<file path="config.mk">
export PLATFORM = sky130hd
export DESIGN_NAME = dex_hazard_ctrl_flat
export DESIGN_NICKNAME = d
export VERILOG_FILES = /design/src/rtl/dex_hazard_if.sv /design/src/rtl/dex_hazard_ctrl.sv /design/src/flat_wrapper.sv
export SDC_FILE = /design/constraint.sdc
export NUM_CORES = 1
export LEC_CHECK = 0
export BUFFER_PORTS_ARGS = -buffer_cell sky130_fd_sc_hd__buf_4
export CAP_MARGIN = 5
export CORE_MARGIN = 5
export CORE_UTILIZATION = 40
export CTS_BUF_LIST = sky130_fd_sc_hd__clkbuf_4
export CTS_CLUSTER_SIZE = 16
export DETAILED_ROUTE_END_ITERATION = 8
export PLACE_DENSITY_LB_ADDON = 0.08
export SYNTH_ARGS = -nofsm -noshare
export SYNTH_HDL_FRONTEND = slang
export SYNTH_SLANG_ARGS = --single-unit
</file>
<file path="constraint.sdc">
create_clock -name clk -period 3.3 [get_ports clk]
set_input_delay 0.825 -clock clk [delete_from_list [all_inputs] [get_ports clk]]
set_output_delay 0.825 -clock clk [all_outputs]
set_load 0.02 [all_outputs]
</file>
<file path="src/rtl/dex_hazard_if.sv">
// Decode/hazard-control bus: decode-stage instruction fields in, pipeline controls out.
`default_nettype none

interface dex_hazard_if #(
    parameter int REG_ADDR_W = 3
);
    logic                  d_valid;
    logic [REG_ADDR_W-1:0] d_rs;
    logic                  d_rs_used;
    logic [REG_ADDR_W-1:0] d_rt;
    logic                  d_rt_used;
    logic [REG_ADDR_W-1:0] d_rd;
    logic                  d_rd_wr;
    logic                  d_is_load;
    logic                  d_halt;
    logic                  ex_branch_taken;
    logic                  stall;
    logic                  dex_bubble;
    logic                  fd_flush;
    logic                  halted;
    logic [15:0]           stall_count;

    modport master (
        output d_valid, d_rs, d_rs_used, d_rt, d_rt_used, d_rd, d_rd_wr,
               d_is_load, d_halt, ex_branch_taken,
        input  stall, dex_bubble, fd_flush, halted, stall_count
    );

    modport slave (
        input  d_valid, d_rs, d_rs_used, d_rt, d_rt_used, d_rd, d_rd_wr,
               d_is_load, d_halt, ex_branch_taken,
        output stall, dex_bubble, fd_flush, halted, stall_count
    );
endinterface

`default_nettype wire

</file>
<file path="src/rtl/dex_hazard_ctrl.sv">
//==============================================================================
// Module      : dex_hazard_ctrl
// Description : D/EX issue/bubble/squash control with a 3-slot RAW scoreboard
//               and HALT drain sequencing. Define FORWARD_EN for load-use-only
//               interlock (EX/MEM forwarding present).
// Revision    : 1.0 - initial release
//==============================================================================
`default_nettype none

module dex_hazard_ctrl #(
    parameter int REG_ADDR_W = 3,
    parameter bit WB_BYPASS  = 1'b1
) (
    input  logic         clk,
    input  logic         rst,
    dex_hazard_if.slave  bus
);

    typedef struct packed {
        logic                  valid;
        logic [REG_ADDR_W-1:0] rd;
        logic                  is_load;
    } slot_t;

    typedef enum logic [1:0] {
        ST_RUN    = 2'd0,
        ST_DRAIN  = 2'd1,
        ST_HALTED = 2'd2
    } state_t;

    slot_t       r_ex, r_mem, r_wb, w_issue_slot;
    state_t      r_state, w_next_state;
    logic [1:0]  r_drain_cnt, w_next_drain_cnt;
    logic [15:0] r_stall_count;
    logic        w_hazard, w_issue, w_stall, w_bubble, w_flush, w_count_en;
    logic        w_ex_match;

    function automatic logic src_match(
        input slot_t                 s,
        input logic [REG_ADDR_W-1:0] rs,
        input logic                  rs_used,
        input logic [REG_ADDR_W-1:0] rt,
        input logic                  rt_used
    );
        return s.valid & ((rs_used & (rs == s.rd)) | (rt_used & (rt == s.rd)));
    endfunction

    assign w_ex_match = src_match(r_ex, bus.d_rs, bus.d_rs_used, bus.d_rt, bus.d_rt_used);

`ifdef FORWARD_EN
    // Forwarding covers everything except a load result needed one cycle later.
    assign w_hazard = bus.d_valid & w_ex_match & r_ex.is_load;
`else
    logic w_mem_match, w_wb_match;
    assign w_mem_match = src_match(r_mem, bus.d_rs, bus.d_rs_used, bus.d_rt, bus.d_rt_used);
    assign w_wb_match  = src_match(r_wb,  bus.d_rs, bus.d_rs_used, bus.d_rt, bus.d_rt_used);
    assign w_hazard    = bus.d_valid & (w_ex_match | w_mem_match | (~WB_BYPASS & w_wb_match));
`endif

    // Not every slot field feeds the hazard equation in every build.
    logic w_unused;
    assign w_unused = ^{r_ex.is_load, r_mem, r_wb, WB_BYPASS};

    always_comb begin
        w_stall          = 1'b0;
        w_bubble         = 1'b0;
        w_flush          = 1'b0;
        w_count_en       = 1'b0;
        w_issue          = 1'b0;
        w_next_state     = r_state;
        w_next_drain_cnt = r_drain_cnt;

        if (rst) begin
            w_bubble = 1'b1;
        end else begin
            case (r_state)
                ST_RUN: begin
                    if (bus.ex_branch_taken) begin
                        w_flush  = 1'b1;
                        w_bubble = 1'b1;
                    end else if (w_hazard) begin
                        w_stall    = 1'b1;
                        w_bubble   = 1'b1;
                        w_count_en = 1'b1;
                    end
                end
                ST_DRAIN: begin
                    w_stall          = 1'b1;
                    w_bubble         = 1'b1;
                    w_next_drain_cnt = r_drain_cnt - 2'd1;
                    if (r_drain_cnt == 2'd1) begin
                        w_next_state = ST_HALTED;
                    end
                end
                ST_HALTED: begin
                    w_stall  = 1'b1;
                    w_bubble = 1'b1;
                end
                default: begin
                    w_next_state = ST_RUN;
                end
            endcase

            w_issue = bus.d_valid & ~w_stall & ~w_flush & (r_state == ST_RUN);
            if (w_issue & bus.d_halt) begin
                w_next_state     = ST_DRAIN;
                w_next_drain_cnt = 2'd3;
            end
        end
    end

    always_comb begin
        w_issue_slot         = '0;
        w_issue_slot.valid   = w_issue & bus.d_rd_wr;
        w_issue_slot.rd      = bus.d_rd;
        w_issue_slot.is_load = bus.d_is_load;
    end

    always_ff @(posedge clk) begin
        if (rst) begin
            r_ex          <= '0;
            r_mem         <= '0;
            r_wb          <= '0;
            r_state       <= ST_RUN;
            r_drain_cnt   <= 2'd0;
            r_stall_count <= 16'd0;
        end else begin
            r_ex        <= w_issue_slot;
            r_mem       <= r_ex;
            r_wb        <= r_mem;
            r_state     <= w_next_state;
            r_drain_cnt <= w_next_drain_cnt;
            if (w_count_en && (r_stall_count != 16'hFFFF)) begin
                r_stall_count <= r_stall_count + 16'd1;
            end
        end
    end

    assign bus.stall       = w_stall;
    assign bus.dex_bubble  = w_bubble;
    assign bus.fd_flush    = w_flush;
    assign bus.halted      = ~rst & (r_state == ST_HALTED);
    assign bus.stall_count = r_stall_count;

endmodule

`default_nettype wire

</file>
<file path="src/flat_wrapper.sv">
// flat-port wrapper written by rule: the top's interface ports become plain ports
module dex_hazard_ctrl_flat 
#(
    parameter int REG_ADDR_W = 3,
    parameter bit WB_BYPASS  = 1'b1
)
  (clk, rst, bus_d_valid, bus_d_rs, bus_d_rs_used, bus_d_rt, bus_d_rt_used, bus_d_rd, bus_d_rd_wr, bus_d_is_load, bus_d_halt, bus_ex_branch_taken, bus_stall, bus_dex_bubble, bus_fd_flush, bus_halted, bus_stall_count);
  dex_hazard_if #(.REG_ADDR_W(REG_ADDR_W)) bus_i ();
  input  logic clk;
  input  logic rst;
  input wire logic [$bits(bus_i.d_valid)-1:0] bus_d_valid;
  input wire logic [$bits(bus_i.d_rs)-1:0] bus_d_rs;
  input wire logic [$bits(bus_i.d_rs_used)-1:0] bus_d_rs_used;
  input wire logic [$bits(bus_i.d_rt)-1:0] bus_d_rt;
  input wire logic [$bits(bus_i.d_rt_used)-1:0] bus_d_rt_used;
  input wire logic [$bits(bus_i.d_rd)-1:0] bus_d_rd;
  input wire logic [$bits(bus_i.d_rd_wr)-1:0] bus_d_rd_wr;
  input wire logic [$bits(bus_i.d_is_load)-1:0] bus_d_is_load;
  input wire logic [$bits(bus_i.d_halt)-1:0] bus_d_halt;
  input wire logic [$bits(bus_i.ex_branch_taken)-1:0] bus_ex_branch_taken;
  output wire logic [$bits(bus_i.stall)-1:0] bus_stall;
  output wire logic [$bits(bus_i.dex_bubble)-1:0] bus_dex_bubble;
  output wire logic [$bits(bus_i.fd_flush)-1:0] bus_fd_flush;
  output wire logic [$bits(bus_i.halted)-1:0] bus_halted;
  output wire logic [$bits(bus_i.stall_count)-1:0] bus_stall_count;
  assign bus_i.d_valid = bus_d_valid;
  assign bus_i.d_rs = bus_d_rs;
  assign bus_i.d_rs_used = bus_d_rs_used;
  assign bus_i.d_rt = bus_d_rt;
  assign bus_i.d_rt_used = bus_d_rt_used;
  assign bus_i.d_rd = bus_d_rd;
  assign bus_i.d_rd_wr = bus_d_rd_wr;
  assign bus_i.d_is_load = bus_d_is_load;
  assign bus_i.d_halt = bus_d_halt;
  assign bus_i.ex_branch_taken = bus_ex_branch_taken;
  assign bus_stall = bus_i.stall;
  assign bus_dex_bubble = bus_i.dex_bubble;
  assign bus_fd_flush = bus_i.fd_flush;
  assign bus_halted = bus_i.halted;
  assign bus_stall_count = bus_i.stall_count;
  dex_hazard_ctrl #(.REG_ADDR_W(REG_ADDR_W), .WB_BYPASS(WB_BYPASS)) u_core (.clk(clk), .rst(rst), .bus(bus_i));
endmodule
</file>
==> flow_summary.json <==
{
  "synth_top_family_by_area": "simple AND/OR/NAND/NOR gates",
  "synthSimpleGateAreaFrac_pct": 27.0,
  "cpPeakStageDelay_ns": 0.36,
  "synthXorXnorAreaFrac_pct": 9.67,
  "grt_pass1_vias": 1205,
  "cp.arrival_ns": 2.11,
  "synthesis.area_mm2": 0.00154,
  "placedCellCount": 257,
  "overflow": 0,
  "crit_path_top_delay_cell": "a22oi_1",
  "final_cell_mix": "36 x buf_4, 28 x dfxtp_1, 16 x nor2_1",
  "postCtsHoldBufs": 0,
  "synth_warnings": 0,
  "layout_commonest_cell": "buf_4",
  "worst-setup-path-type": "primary input to primary output",
  "path_delay_family": "compound AO/OA/AOI/OAI gates",
  "async_flop_share_pct": 0,
  "fp-row-count": 22,
  "cts-root-buf": "clkbuf_4",
  "hold_depth": 1,
  "worstReg2RegEnd": "u_core.bus.stall_count[13]",
  "grt_pass1_wl_um": 5360,
  "crit_path_end": "bus_dex_bubble",
  "drtAntennaViolNets": 0,
  "muxShareOfSynthArea_pct": 3.74,
  "fill_cells": 380,
  "clkTransAtPathRegs_ns": 0.14,
  "clock_sinks": 28,
  "ys.flop_type": "dfxtp_1",
  "tns_ns": 0,
  "die_w_um": 72.0,
  "worst_slew_pin_slew_ns": 0.666,
  "routed_wl_um": 3300,
  "die_h_um": 72.0,
  "reg2reg_from": "u_core.r_state[0]",
  "drv_cap": 0,
  "peakVddDrop_uv": 167,
  "avgSynthCellArea_um2": 8.55,
  "place_congestion": 0.752,
  "ys_seq_area_share_pct": 36.4,
  "grt_antenna_before_repair": 0,
  "synthTopCellsByArea": "dfxtp_1 36%, xnor2_1 8.0%, ha_1 5.7%",
  "synth-compound-area-share_pct": 13.8,
  "syn_to_final_growth_pct": 21.0,
  "clkLatencyLatePin_ns": 0.32,
  "cts_setup_buffers": 0,
  "drtIter0Drc": 40,
  "final_cells": 260,
  "reg2reg_depth": 8,
  "io_buffer_count": 36,
  "initial_core_util_pct": 41.7,
  "n_antenna_cell": 0,
  "setup_violations": 0,
  "run_status": "finished clean",
  "syn-num-nets": 205,
  "post-route-period-util_pct": 88.8,
  "max_slew_margin_pct": 55.6,
  "wire_per_inst_um": 12.7,
  "critPathMaxFanout": 4,
  "synth-edff-count": 0,
  "hold_viol_final": 0,
  "rsz0062_at_grt": "no",
  "synth_adder_area_share_pct": 5.69,
  "regToRegSetupSlack_ns": 0.78,
  "worst_setup_path_start_kind": "primary input",
  "synth_top_area_share_pct": 36.4,
  "drt_first_pass_iters": 4,
  "postCtsResizedCells": 0,
  "worstPathCellList": "buf_4, xnor2_1, nand4_1, nand2_1, a22oi_1, o21ai_0, a21o_1, buf_4",
  "clock_skew_ns": 0.00600,
  "ios": 38,
  "p_per_area_mw_per_mm2": 308,
  "required_ns": 2.47,
  "numCtsBuffers": 3,
  "die_area_mm2": 0.00519,
  "crit_start": "bus_d_rs[1]",
  "htreeDepth": 1,
  "power_mw": 0.573,
  "hp-class": "register to register",
  "crit_path_end_kind": "primary output",
  "cp_num_buf_inv": 2,
  "slew_viol_final": 0,
  "viasPerCell": 5.22,
  "fmax_ghz": 0.341,
  "worst-path-stages": 8,
  "synth_seq_cells": 28,
  "multi_input_area_um2": 922,
  "final.min_clock_period_ns": 2.93,
  "cts_tree": "built",
  "core_mm2": 0.00369,
  "cts_buffer_depth": 2,
  "yosysUniqueCellTypes": 39,
  "fin_nets": 239,
  "leakage_nw": 0.694,
  "regArea_um2": 561,
  "grt_max_degree": 36,
  "dp_hpwl_um": 2510,
  "crit_top_cell": "buf_4",
  "drive_gt1_share_pct": 22.6,
  "vias": 1356,
  "drc_errors": 0,
  "yosysTopAreaCell": "dfxtp_1",
  "grt_use_total_pct": 12.7,
  "syn_inst": 180
}
-- metal layers --
metal	up-vias	wire [um]	part of all wire, %	global-route usage (%)
met3	4	149	4.5	2.08
li1	710	-	-	-
met2	22	1650	50	23.0
met1	620	1460	44	14.7
met5	-	0	0	0
met4	0	42	1.3	5.01
-- flip-flops by register name, summed over array words and instances (netlist names) --
name / flops
u_core.r_drain_cnt: 2
u_core.r_ex: 4
u_core.r_state: 2
u_core.bus.stall_count: 16
u_core.r_mem: 4
-- cell usage after synthesis, types with 4 or more instances --
| master | n |
|---|---|
| or4_1 | 5 |
| dfxtp_1 | 28 |
| ha_1 | 7 |
| a21oi_1 | 11 |
| o21ai_0 | 7 |
| nor3_1 | 4 |
| clkbuf_1 | 5 |
| nand4_1 | 8 |
| nand3_1 | 6 |
| nand2_1 | 11 |
| xnor2_1 | 14 |
| inv_1 | 7 |
| o31ai_1 | 5 |
| nor2b_1 | 11 |
| nor2_1 | 16 |
-- cell type report --
class                   instances  share of cell area (%)
clock buffers                   3                    1.21
inverters                       7                    1.41
multi-input cells             138                    49.5
flip-flops and latches         28                    30.1
well taps                      48                    3.23
repair buffers                 36                    14.5
-- how the worst min path moves through the flow --
stage              startpoint         endpoint  slack, ns
5_1_grt        u_core.r_ex[4]  u_core.r_mem[4]       0.53
3_5_place_dp   u_core.r_ex[4]  u_core.r_mem[4]       0.49
3_3_place_gp   u_core.r_ex[4]  u_core.r_mem[4]       0.48
6_report       u_core.r_ex[4]  u_core.r_mem[4]       0.51
2_1_floorplan  u_core.r_ex[4]  u_core.r_mem[4]       0.47
4_1_cts        u_core.r_ex[4]  u_core.r_mem[4]       0.51
-- report_power, final --
part / total (mW) / leakage [nW] / internal, mW / switching (mW)
clock: 0.138 / 0.0138 / 0.0428 / 0.0955
sequential: 0.353 / 0.227 / 0.346 / 0.00688
combinational: 0.0820 / 0.453 / 0.0424 / 0.0396
-- metrics by stage --
step           setup WS [ns]  cell area (um^2)  utilization, %  hold WS, ns
2_1_floorplan          0.524              1540               -        0.473
3_5_place_dp           0.360              1840            49.9        0.490
6_report               0.370              1860            50.5        0.509
4_1_cts                0.359              1860            50.5        0.510
5_1_grt                0.225              1860            50.5        0.529
3_3_place_gp           0.408              1840            49.9        0.480
-- logic make-up after synthesis --
kind of cell / count (synthesis)
fa+ha+maj: 7
compound gates: 33
buf+inv: 14
flops: 28
mux: 5
xor+xnor: 17
simple gates: 76
(Power assumes the default switching activity.)
